==> src/rtl/disk_read_responder.sv <==
// Disk-side responder: one stripe read to the data disks of a 3-disk rotating-parity array, returned as a mem_valid strobe.
// Optional READ_PARITY_EN also enables the parity disk and returns its word on rd_valid_data_P.
module disk_read_responder #(
    parameter int RD_LAT = 2,
    parameter int ADDR_W = 8,
    parameter int DATA_W = 12
) (
    input  logic              clk,
    input  logic              reset,
    input  logic              rd_valid,
    input  logic [ADDR_W-1:0] rd_add,
    input  logic [1:0]        rd_pdisk,
    output logic              rd_ready,
    output logic [2:0]        disk_en,
    output logic [ADDR_W-1:0] disk_add,
    input  logic [DATA_W-1:0] disk0_data,
    input  logic [DATA_W-1:0] disk1_data,
    input  logic [DATA_W-1:0] disk2_data,
    output logic              mem_valid,
    output logic [DATA_W-1:0] rd_valid_data_A,
    output logic [DATA_W-1:0] rd_valid_data_B,
`ifdef READ_PARITY_EN
    output logic [DATA_W-1:0] rd_valid_data_P,
`endif
    output logic [ADDR_W-1:0] mem_add,
    output logic              rd_err
);

    typedef enum logic [2:0] {S_IDLE, S_ISSUE, S_WAIT, S_RESP, S_ERR} state_t;

    state_t            state;
    logic [3:0]        cnt;
    logic [ADDR_W-1:0] lat_add;
    logic [1:0]        lat_pdisk;
    logic [2:0]        en_mask;
    logic [DATA_W-1:0] sel_a, sel_b;

    assign rd_ready = (state == S_IDLE);

`ifdef READ_PARITY_EN
    assign en_mask = 3'b111;
`else
    assign en_mask = ~(3'b001 << rd_pdisk);
`endif

    // A is the lower-indexed data disk, B the higher-indexed one
    assign sel_a = (lat_pdisk == 2'd0) ? disk1_data : disk0_data;
    assign sel_b = (lat_pdisk == 2'd2) ? disk1_data : disk2_data;

    always_ff @(posedge clk) begin
        if (reset) begin
            state           <= S_IDLE;
            cnt             <= '0;
            lat_add         <= '0;
            lat_pdisk       <= '0;
            disk_en         <= '0;
            disk_add        <= '0;
            mem_valid       <= 1'b0;
            rd_valid_data_A <= '0;
            rd_valid_data_B <= '0;
`ifdef READ_PARITY_EN
            rd_valid_data_P <= '0;
`endif
            mem_add         <= '0;
            rd_err          <= 1'b0;
        end else begin
            // Response outputs are strobes: zeroed unless this edge enters RESP/ERR
            disk_en         <= '0;
            mem_valid       <= 1'b0;
            rd_valid_data_A <= '0;
            rd_valid_data_B <= '0;
`ifdef READ_PARITY_EN
            rd_valid_data_P <= '0;
`endif
            mem_add         <= '0;
            rd_err          <= 1'b0;
            case (state)
                S_IDLE: begin
                    disk_add <= '0;
                    if (rd_valid) begin
                        lat_add   <= rd_add;
                        lat_pdisk <= rd_pdisk;
                        if (rd_pdisk == 2'd3) begin
                            state     <= S_ERR;
                            mem_valid <= 1'b1;
                            rd_err    <= 1'b1;
                            mem_add   <= rd_add;
                        end else begin
                            state    <= S_ISSUE;
                            disk_en  <= en_mask;
                            disk_add <= rd_add;
                        end
                    end
                end
                S_ISSUE: begin
                    state <= S_WAIT;
                    cnt   <= 4'(RD_LAT);
                end
                S_WAIT: begin
                    if (cnt == 4'd1) begin
                        state           <= S_RESP;
                        mem_valid       <= 1'b1;
                        rd_valid_data_A <= sel_a;
                        rd_valid_data_B <= sel_b;
`ifdef READ_PARITY_EN
                        rd_valid_data_P <= (lat_pdisk == 2'd0) ? disk0_data :
                                           (lat_pdisk == 2'd1) ? disk1_data : disk2_data;
`endif
                        mem_add         <= lat_add;
                    end else begin
                        cnt <= cnt - 4'd1;
                    end
                end
                S_RESP: begin
                    state    <= S_IDLE;
                    disk_add <= '0;
                end
                S_ERR: begin
                    state <= S_IDLE;
                end
                default: state <= S_IDLE;
            endcase
        end
    end

endmodule
==> config.mk <==
export PLATFORM = sky130hd
export DESIGN_NAME = disk_read_responder
export DESIGN_NICKNAME = d
export VERILOG_FILES = /design/src/rtl/disk_read_responder.sv
export SDC_FILE = /design/constraint.sdc
export NUM_CORES = 1
export LEC_CHECK = 0
export BUFFER_PORTS_ARGS = -buffer_cell sky130_fd_sc_hd__buf_2
export CORE_ASPECT_RATIO = 1.2
export CORE_MARGIN = 3
export CORE_UTILIZATION = 48
export CTS_CLUSTER_SIZE = 25
export DETAILED_ROUTE_END_ITERATION = 8
export PLACE_DENSITY = 0.79
export SYNTH_ARGS = -nofsm -noshare
export SYNTH_HDL_FRONTEND = slang
export SYNTH_SLANG_ARGS = --single-unit
export TNS_END_PERCENT = 5
==> constraint.sdc <==
create_clock -name clk -period 1.6 [get_ports clk]
set_input_delay 0.08 -clock clk [delete_from_list [all_inputs] [get_ports clk]]
set_output_delay 0.08 -clock clk [all_outputs]
set_load 0.02 [all_outputs]
==> results.rst, run 1 <==
.. list-table::
   :header-rows: 1

   * - Metric
     - Value
   * - DIE HEIGHT
     - 83.6 um
   * - Top-area cell type share of the netlist area
     - 0.516
   * - Largest buffer count on any clock path
     - 2
   * - DRC Markers
     - 0
   * - Warnings from Yosys
     - 0
   * - Final Hold Fails
     - 0
   * - Ports placed on the boundary
     - 95
   * - Final instance area
     - between 3000 and 4000 um2
   * - Wire length of the first global-routing pass
     - ~12000 um
   * - Final Net Count
     - ~450
   * - Maximum number of pins on one net before global-route repair
     - 20
   * - Clock Sink Count
     - just over 60
   * - Start-to-end type of the worst setup path
     - reg2reg
   * - Async set or reset register ratio after synthesis
     - 0
   * - Number of synthesized flops with an enable pin
     - 0
   * - Data arrival at the endpoint of the critical path
     - roughly 1.7 ns
   * - Peak Freq
     - approximately 0.66 GHz
   * - Leakage component of the power
     - roughly 1.6 nW
   * - Share of final-layout standard cells stronger than drive strength 1
     - 0.355
   * - Cell total after placement
     - 415
   * - Minimum setup slack after placement
     - 0.0925 ns
   * - Max-slew headroom
     - 0.642
   * - CTS Buf Count
     - 9
   * - Total vias in the final route
     - about 2500
   * - DRC marker count from the first detailed-route iteration
     - around 170
   * - TritonCTS clock tree
     - built
   * - Avg Cell Area, Syn
     - roughly 8.9 um2
   * - Number of fillers in the final layout
     - around 340
   * - Unique cell type count in the Yosys netlist
     - 38
   * - CP Capture Type
     - register
   * - Clock latency of the later-clocked register in the worst-skew pair
     - ~0.33 ns
   * - Via count of the first global-routing pass
     - ~2500
   * - RSZ-0062 raised after global routing
     - yes
   * - Result of the run
     - completed
   * - Critical path's largest stage delay
     - 0.48 ns
   * - Clock-pin slew on the worst setup and hold paths
     - 0.07 ns
   * - Main flop type after synthesis
     - sky130_fd_sc_hd__dfxtp_1
   * - Biggest area consumer among synthesized cells
     - sky130_fd_sc_hd__dfxtp_1
   * - Remaining number of nets flagged by the antenna check after routing
     - 0
   * - Number of buffer and inverter instances along the worst setup path
     - 0
   * - Clock Tree Root
     - sky130_fd_sc_hd__clkbuf_8
   * - Pwr dens
     - approximately 990 nW/um2
   * - Starting density of the core
     - 0.509
   * - Routability cong.
     - 0.856
   * - Type of origin of the critical path
     - register
   * - Worst Tran Pin Value
     - 0.536 ns
   * - Setup violations, final
     - 0
   * - Kind of cell with the highest combined delay on the critical path
     - simple AND/OR/NAND/NOR gates
   * - Detailed-route wire length per cell
     - between 15 and 20 um
   * - Portion of the clock cycle consumed by the worst path in the final layout
     - 0.950
   * - Most common cell in the netlist
     - sky130_fd_sc_hd__nand2_1
   * - Count of max-cap constraint violations
     - 0
   * - WP data required
     - roughly 1.8 ns
   * - Syn Nets
     - between 300 and 400
   * - Count of buffers added by post-CTS timing repair for setup
     - 0
   * - Die ar.
     - approximately 5900 um2
   * - Std cell rows
     - 27
   * - Skew final
     - 0.00916 ns
   * - Worst ir drop on vdd
     - 755 uV
   * - Worst min path class
     - in2reg
   * - Flip-flop and latch count after synthesis
     - 62
   * - Grt total ovfl
     - 0
   * - Post-detailed-route via-to-cell ratio
     - roughly 5.4
   * - Netlist Area Pre-Place
     - roughly 2400 um2
   * - Pre-antenna DRT Iters
     - 4
   * - Global-route usage over all layers
     - 0.255
   * - Port bufs
     - 94
   * - Sequential fraction of the synthesis area
     - 0.516
   * - Placed Instance Area
     - approximately 2900 um2
   * - Max-slew violation count
     - 0
   * - Layout-stage area growth over the synthesis result
     - 44.5%
   * - Die Span X
     - a little over 70 um
   * - Syn Inst Count
     - around 270
   * - Post-DP HPWL
     - ~4300 um
   * - # H-tree levels
     - 3
   * - Ant diodes
     - 0
   * - Cell chain of the critical path
     - or4_4, o31a_1, o211a_1
   * - Most area-consuming cells after synthesis
     - sky130_fd_sc_hd__dfxtp_1 52%, sky130_fd_sc_hd__nand2_1 11%, sky130_fd_sc_hd__a21oi_1 6.9%, sky130_fd_sc_hd__a21oi_2 4.0%, sky130_fd_sc_hd__a22o_1 2.9%
   * - Ranking of synthesized cells by instance count
     - 72 x sky130_fd_sc_hd__nand2_1, 62 x sky130_fd_sc_hd__dfxtp_1, 33 x sky130_fd_sc_hd__a21oi_1
   * - Post-route minimum period
     - 1.52 ns
   * - Library cell contributing the largest single delay on the critical path
     - sky130_fd_sc_hd__or4_4
   * - Initial antenna violation count
     - 0
   * - Wirelength, routed
     - between 7000 and 8000 um
   * - Placeable Area
     - roughly 4700 um2
   * - Largest fanout on the critical path
     - 14
   * - Count of non-filler cells in the finished layout
     - between 400 and 500
   * - Worst path setup slack after routing
     - roughly 0.081 ns
logic make-up after synthesis:
family,share of synthesized area
compound gates,0.168
xor+xnor,0.0104
buf+inv,0.0510
simple gates,0.244
flops,0.516
fa+ha+maj,0.0104
per-stage QoR:
step | power (mW) | setup TNS, ns | hold WS, ns | utilization
3_5_place_dp | 2.18 | 0 | 0.329 | 0.623
2_1_floorplan | 2.00 | 0 | 0.213 | -
3_3_place_gp | 2.16 | 0 | 0.329 | 0.623
6_report | 3.43 | 0 | 0.0126 | 0.735
4_1_cts | 3.43 | 0 | 0.000577 | 0.734
5_1_grt | 3.61 | -0.00548 | 0.00216 | 0.735
layer usage:
layer	vias to the layer above	GRT usage	share of wire
met5	-	0	0
met4	0	0.0838	0.016
met3	12	0.0759	0.079
met2	134	0.448	0.50
met1	1169	0.292	0.40
li1	1186	-	-
area by class of cell:
| class | count | area [um2] | share of cell area |
|---|---|---|---|
| multi-input cells | 184 | 1050 | 0.301 |
| inverters | 5 | 18.8 | 0.00540 |
| well taps | 58 | 72.6 | 0.0209 |
| clock buffers | 10 | 138 | 0.0396 |
| repair buffers | 141 | 923 | 0.266 |
| flip-flops and latches | 62 | 1240 | 0.357 |
| clock inverters | 6 | 37.5 | 0.0108 |
state kept, by name (all words and copies together), names as in the netlist:
signal           flops
cnt                  4
disk_add             8
disk_en              3
lat_add              8
lat_pdisk            2
mem_add              8
mem_valid            1
rd_err               1
rd_valid_data_A     12
rd_valid_data_B     12
state                3
report_power, final:
group	total (mW)	switching, mW	internal, mW	leakage [nW]
combinational	0.578	0.316	0.262	1.01
sequential	1.65	0.0466	1.60	0.503
clock	1.20	0.607	0.594	0.0841
path summary, 6_finish.rpt:
path	startpoint	endpoint	slack [ns]	cells after the start
max	state[2]	cnt[3]	0.08	3
min	rd_add[4]	disk_add[4]	0.01	2
max reg2reg	state[2]	cnt[3]	0.08	3
min reg2reg	lat_add[0]	lat_add[0]	0.46	2
worst reg2reg max path, stage by stage (launching register included):
cell	delay (ns)
sky130_fd_sc_hd__dfxtp_1	0.47
sky130_fd_sc_hd__or4_4	0.48
sky130_fd_sc_hd__o31a_1	0.25
sky130_fd_sc_hd__o211a_1	0.21
timing repair:
action                                  4_1_cts  5_1_grt
resized for setup                             0        1
hold buffers                                 35        0
hold endpoints to repair                     27        0
endpoints found under the setup margin        0        7
placed cells by master, fill, tap and decap left out, types with 3 or more instances in the layout:
master / n
sky130_fd_sc_hd__buf_2: 94
sky130_fd_sc_hd__a21oi_2: 11
sky130_fd_sc_hd__a21oi_1: 33
sky130_fd_sc_hd__inv_1: 3
sky130_fd_sc_hd__nor4_1: 3
sky130_fd_sc_hd__clkinv_2: 3
sky130_fd_sc_hd__a22o_1: 8
sky130_fd_sc_hd__dlygate4sd3_1: 35
sky130_fd_sc_hd__nand2_1: 72
sky130_fd_sc_hd__clkinvlp_4: 3
sky130_fd_sc_hd__nand4_1: 8
sky130_fd_sc_hd__clkbuf_8: 10
sky130_fd_sc_hd__nor3_1: 3
sky130_fd_sc_hd__nand3_1: 10
sky130_fd_sc_hd__dfxtp_1: 62
sky130_fd_sc_hd__nor2_1: 7
sky130_fd_sc_hd__nand2b_1: 3
sky130_fd_sc_hd__buf_4: 11
No activity file was read; power rests on OpenSTA's default activity.
==> run 2, diff against run 1 <==
--- a/config.mk
+++ b/config.mk
@@ -11,7 +11,7 @@
 export CORE_UTILIZATION = 48
 export CTS_CLUSTER_SIZE = 25
 export DETAILED_ROUTE_END_ITERATION = 8
-export PLACE_DENSITY = 0.79
+export PLACE_DENSITY = 0.77
 export SYNTH_ARGS = -nofsm -noshare
 export SYNTH_HDL_FRONTEND = slang
 export SYNTH_SLANG_ARGS = --single-unit
==> results.rst, run 2 (synthesized netlist as in run 1, its figures left out) <==
.. list-table::
   :header-rows: 1

   * - Metric
     - Value
   * - Leading cell type in the layout, fill and taps excluded
     - sky130_fd_sc_hd__buf_2
   * - Via count of the first global-routing pass
     - 2481
   * - Count of max-cap constraint violations
     - 0
   * - Final Hold Fails
     - 0
   * - Data arrival at the endpoint of the critical path
     - approximately 1.8 ns
   * - Max-slew headroom
     - 0.651
   * - Fin Hold WS
     - 0.0408 ns
   * - Clock Sink Count
     - 62
   * - Remaining number of nets flagged by the antenna check after routing
     - 0
   * - Layout-stage area growth over the synthesis result
     - 49.9%
   * - Leakage component of the power
     - between 1.5 and 2 nW
   * - Wirelength, routed
     - 7490 um
   * - CTS Buf Count
     - 9
   * - Most used cells in the layout excluding fill and tap cells
     - 94 x sky130_fd_sc_hd__buf_2, 72 x sky130_fd_sc_hd__nand2_1, 61 x sky130_fd_sc_hd__dfxtp_1
   * - Clock Tree Root
     - sky130_fd_sc_hd__clkbuf_8
   * - Pre-antenna DRT Iters
     - 5
   * - Die ar.
     - about 6000 um2
   * - Start-to-end type of the worst setup path
     - reg2reg
   * - Ports placed on the boundary
     - 95
   * - DRC Markers
     - 0
   * - Largest fanout on the critical path
     - 11
   * - Starting density of the core
     - 0.509
   * - Pwr dens
     - roughly 1000 nW/um2
   * - # H-tree levels
     - 3
   * - Number of fillers in the final layout
     - 310
   * - Skew final
     - 0.00749 ns
   * - Worst Tran Pin Value
     - 0.524 ns
   * - Register-to-register setup slack
     - ~0.090 ns
   * - Final Net Count
     - ~470
   * - Routability cong.
     - between 0.8 and 0.9
   * - Initial antenna violation count
     - 0
   * - Sum of negative setup slack
     - 0 ns
   * - Total vias in the final route
     - 2521
   * - Largest regs
     - rd_valid_data_A (12), rd_valid_data_B (12)
   * - Placeable Area
     - approximately 4700 um2
   * - Worst ir drop on vdd
     - 817 uV
   * - Clock-pin slew on the worst setup and hold paths
     - 0.06 ns
   * - Max-slew violation count
     - 0
   * - Peak Freq
     - roughly 0.66 GHz
   * - Port bufs
     - 94
   * - Largest buffer count on any clock path
     - 2
   * - RSZ-0062 raised after global routing
     - no
   * - Std cell rows
     - 27
   * - DIE HEIGHT
     - 83.6 um
   * - CP Capture Type
     - register
   * - Global-route usage over all layers
     - 0.254
   * - TritonCTS clock tree
     - built
   * - Grt total ovfl
     - 0
   * - DRC marker count from the first detailed-route iteration
     - 148
   * - Ant diodes
     - 0
   * - Worst min path class
     - in2reg
   * - Share of final-layout standard cells stronger than drive strength 1
     - 0.348
   * - Maximum number of pins on one net before global-route repair
     - 25
   * - Clock latency of the later-clocked register in the worst-skew pair
     - roughly 0.34 ns
   * - WP data required
     - 1.87 ns
   * - Final cell utilization of the core
     - 0.763
   * - Die Span X
     - a little over 70 um
   * - Post-route minimum period
     - between 1.5 and 2 ns
   * - Wire length of the first global-routing pass
     - between 10000 and 15000 um
   * - Setup violations, final
     - 0
   * - Portion of the clock cycle consumed by the worst path in the final layout
     - 0.944
   * - Post-detailed-route via-to-cell ratio
     - ~5.3
   * - Post-DP HPWL
     - around 4400 um
   * - Result of the run
     - completed
   * - Type of origin of the critical path
     - register
   * - Detailed-route wire length per cell
     - around 16 um
-- run 2: cell types whose count changed in the layout (fill, tap and decap cells not counted), moves of 2 or more --
cell,previous run,this run
sky130_fd_sc_hd__dlygate4sd3_1,35,44
sky130_fd_sc_hd__clkinvlp_4,3,1
sky130_fd_sc_hd__clkinv_2,3,1
sky130_fd_sc_hd__clkbuf_1,0,2
sky130_fd_sc_hd__buf_4,11,15
-- run 2: routing by layer --
layer / share of wire / global-route usage
met5: 0 / 0
met4: 0.021 / 0.104
met3: 0.085 / 0.0747
met2: 0.48 / 0.434
met1: 0.41 / 0.294
-- run 2: final cells by class --
cell class	count	area, um2	share of cell area
clock inverters	3	42.5	0.0118
flip-flops and latches	62	1240	0.344
repair buffers	153	1020	0.284
multi-input cells	184	1050	0.291
clock buffers	13	159	0.0441
well taps	58	72.6	0.0201
inverters	5	18.8	0.00520
-- run 2: worst paths after layout --
check              from    endpoint  cells after the start
max reg2reg    state[0]   mem_valid                      3
min            rd_valid    state[0]                      3
min reg2reg  lat_add[4]  lat_add[4]                      2
max            state[0]   mem_valid                      3
-- run 2: critical path, stage by stage, from the launching register on --
cell and delay (ns):
sky130_fd_sc_hd__dfxtp_1 0.39, sky130_fd_sc_hd__or4b_1 0.76, sky130_fd_sc_hd__a2bb2oi_1 0.21, sky130_fd_sc_hd__nor2_1 0.09
-- run 2: what timing repair did --
| action | in CTS | in global routing |
|---|---|---|
| gates resized for setup | 0 | 2 |
| buffers inserted | 0 | 1 |
| endpoints found under the hold margin | 37 | 0 |
| hold buffers | 44 | 0 |
| setup endpoints to repair | 0 | 19 |
-- run 2: per-stage QoR --
stage | area [um2] | instances | setup slack, ns | power (mW)
2_1_floorplan | 2410 | 269 | 0.183 | 2.00
3_3_place_gp | 2950 | 417 | 0.141 | 2.17
5_1_grt | 3610 | 478 | 0.000922 | 3.78
6_report | 3610 | 478 | 0.0901 | 3.63
4_1_cts | 3590 | 477 | 0.0863 | 3.65
3_5_place_dp | 2950 | 417 | 0.101 | 2.18
-- run 2: where the power goes --
| part | internal, mW | switching, mW |
|---|---|---|
| Sequential | 1.60 | 0.0466 |
| Clock | 0.803 | 0.576 |
| Combinational | 0.280 | 0.326 |
==> run 3, diff against run 2 <==
--- a/config.mk
+++ b/config.mk
@@ -11,6 +11,7 @@
 export CORE_UTILIZATION = 48
 export CTS_CLUSTER_SIZE = 25
 export DETAILED_ROUTE_END_ITERATION = 8
+export MAX_ROUTING_LAYER = met4
 export PLACE_DENSITY = 0.77
 export SYNTH_ARGS = -nofsm -noshare
 export SYNTH_HDL_FRONTEND = slang
==> results.rst, run 3 (synthesized netlist as in run 1, its figures left out) <==
.. list-table::
   :header-rows: 1

   * - Metric
     - Value
   * - Largest regs
     - rd_valid_data_A (12), rd_valid_data_B (12)
   * - Detailed-route wire length per cell
     - about 16 um
   * - Critical path's largest stage delay
     - 0.76 ns
   * - Placed Instance Area
     - between 2000 and 3000 um2
   * - # H-tree levels
     - 3
   * - Max-slew violation count
     - 0
   * - Final Total Pwr
     - between 3 and 4 mW
   * - Clock Tree Root
     - sky130_fd_sc_hd__clkbuf_8
   * - CTS Buf Count
     - 9
   * - DIE HEIGHT
     - 83.6 um
   * - Worst Reg-to-Reg Cells
     - 3
   * - Die Span X
     - between 70 and 80 um
   * - Port bufs
     - 94
   * - Placeable Area
     - around 4700 um2
   * - Cell chain of the critical path
     - or4b_1, a2bb2oi_1, nor2_1
   * - Via count of the first global-routing pass
     - 2480
   * - Starting density of the core
     - 0.509
   * - Share of final-layout standard cells stronger than drive strength 1
     - 0.348
   * - Pre-antenna DRT Iters
     - 5
   * - Ant diodes
     - 0
   * - Clock Sink Count
     - 62
   * - Post-DP HPWL
     - around 4400 um
   * - Worst min path class
     - in2reg
   * - Std cell rows
     - 27
   * - Max-slew headroom
     - 0.643
   * - Count of non-filler cells in the finished layout
     - 478
   * - Maximum number of pins on one net before global-route repair
     - 25
   * - TritonCTS clock tree
     - built
   * - Die ar.
     - 5900 um2
   * - WP data required
     - 1.87 ns
   * - Library cell contributing the largest single delay on the critical path
     - sky130_fd_sc_hd__or4b_1
   * - Leakage component of the power
     - around 1.7 nW
   * - Wirelength, routed
     - 7510 um
   * - Largest fanout on the critical path
     - 11
   * - Count of max-cap constraint violations
     - 0
   * - Largest buffer count on any clock path
     - 2
   * - Post-route minimum period
     - 1.52 ns
   * - Data arrival at the endpoint of the critical path
     - ~1.8 ns
   * - Clock latency of the later-clocked register in the worst-skew pair
     - around 0.33 ns
   * - Initial antenna violation count
     - 0
   * - DRC marker count from the first detailed-route iteration
     - about 150
   * - Peak Freq
     - approximately 0.66 GHz
   * - Clock-pin slew on the worst setup and hold paths
     - approximately 0.060 ns
   * - Worst ir drop on vdd
     - roughly 820 uV
   * - Most used cells in the layout excluding fill and tap cells
     - 94 x sky130_fd_sc_hd__buf_2, 72 x sky130_fd_sc_hd__nand2_1, 61 x sky130_fd_sc_hd__dfxtp_1
   * - Post-detailed-route via-to-cell ratio
     - ~5.3
   * - Remaining number of nets flagged by the antenna check after routing
     - 0
   * - Pwr dens
     - 1010 nW/um2
   * - CP Capture Type
     - register
   * - Start-to-end type of the worst setup path
     - reg2reg
   * - DRC Markers
     - 0
   * - Final Hold Fails
     - 0
   * - Routability cong.
     - roughly 0.85
   * - Layout-stage area growth over the synthesis result
     - 49.9%
   * - Count of cells along the worst hold path
     - 3
   * - Final cell utilization of the core
     - 0.763
   * - Grt total ovfl
     - 0
   * - Wire length of the first global-routing pass
     - around 12000 um
   * - Worst Tran Pin Value
     - roughly 0.54 ns
   * - Leading cell type in the layout, fill and taps excluded
     - sky130_fd_sc_hd__buf_2
   * - Sum of negative setup slack
     - 0 ns
   * - Global-route usage over all layers
     - 0.261
   * - Cell total after placement
     - ~420
   * - RSZ-0062 raised after global routing
     - no
   * - Result of the run
     - completed
   * - Final instance area
     - about 3600 um2
   * - Ports placed on the boundary
     - 95
   * - Setup violations, final
     - 0
   * - Final Net Count
     - 466
   * - Total vias in the final route
     - around 2500
   * - Portion of the clock cycle consumed by the worst path in the final layout
     - 0.947
   * - Type of origin of the critical path
     - register
   * - Skew final
     - 0.00751 ns
-- run 3: cell counts in the layout (fill, tap and decap cells not counted) --
No cell type changed its count.
-- run 3: worst max-delay path: cells and delay by family, from the launching register on --
family          cells  cell delay (ns)
flops               1             0.39
simple gates        2             0.85
compound gates      1             0.21
-- run 3: timing repair --
| item | in CTS | in global routing |
|---|---|---|
| hold buffers | 44 | 0 |
| buffers inserted | 0 | 1 |
| endpoints found under the hold margin | 37 | 0 |
| setup endpoints to repair | 0 | 19 |
| resized for setup | 0 | 2 |
-- run 3: layer usage --
layer | up-vias | GRT usage | share of wire
met5 | - | - | 0
met4 | 0 | 0.104 | 0.023
met3 | 16 | 0.0723 | 0.087
met2 | 128 | 0.434 | 0.48
met1 | 1157 | 0.295 | 0.41
li1 | 1211 | - | -
-- run 3: through the flow --
stage	setup slack (ns)	hold WS, ns
2_1_floorplan	0.183	0.213
3_3_place_gp	0.141	0.329
3_5_place_dp	0.101	0.329
4_1_cts	0.0863	0.0139
5_1_grt	0.000922	0.0375
6_report	0.0844	0.0414
-- run 3: cell type report --
type | instances | area, um2
inverters | 5 | 18.8
repair buffers | 153 | 1020
multi-input cells | 184 | 1050
clock buffers | 13 | 159
fillers | 310 | 1120
flip-flops and latches | 62 | 1240
clock inverters | 3 | 42.5
well taps | 58 | 72.6
-- run 3: worst paths after layout --
| path | start | to | slack [ns] |
|---|---|---|---|
| worst max-delay path | state[0] | mem_valid | 0.08 |
| worst min-delay path | rd_valid | state[0] | 0.04 |
| worst max register to register | state[0] | mem_valid | 0.08 |
| worst min register to register | lat_add[1] | lat_add[1] | 0.46 |
-- run 3: power breakdown --
group	switching (mW)	internal, mW
Sequential	0.0470	1.60
Clock	0.577	0.803
Combinational	0.326	0.280
Total	0.949	2.69
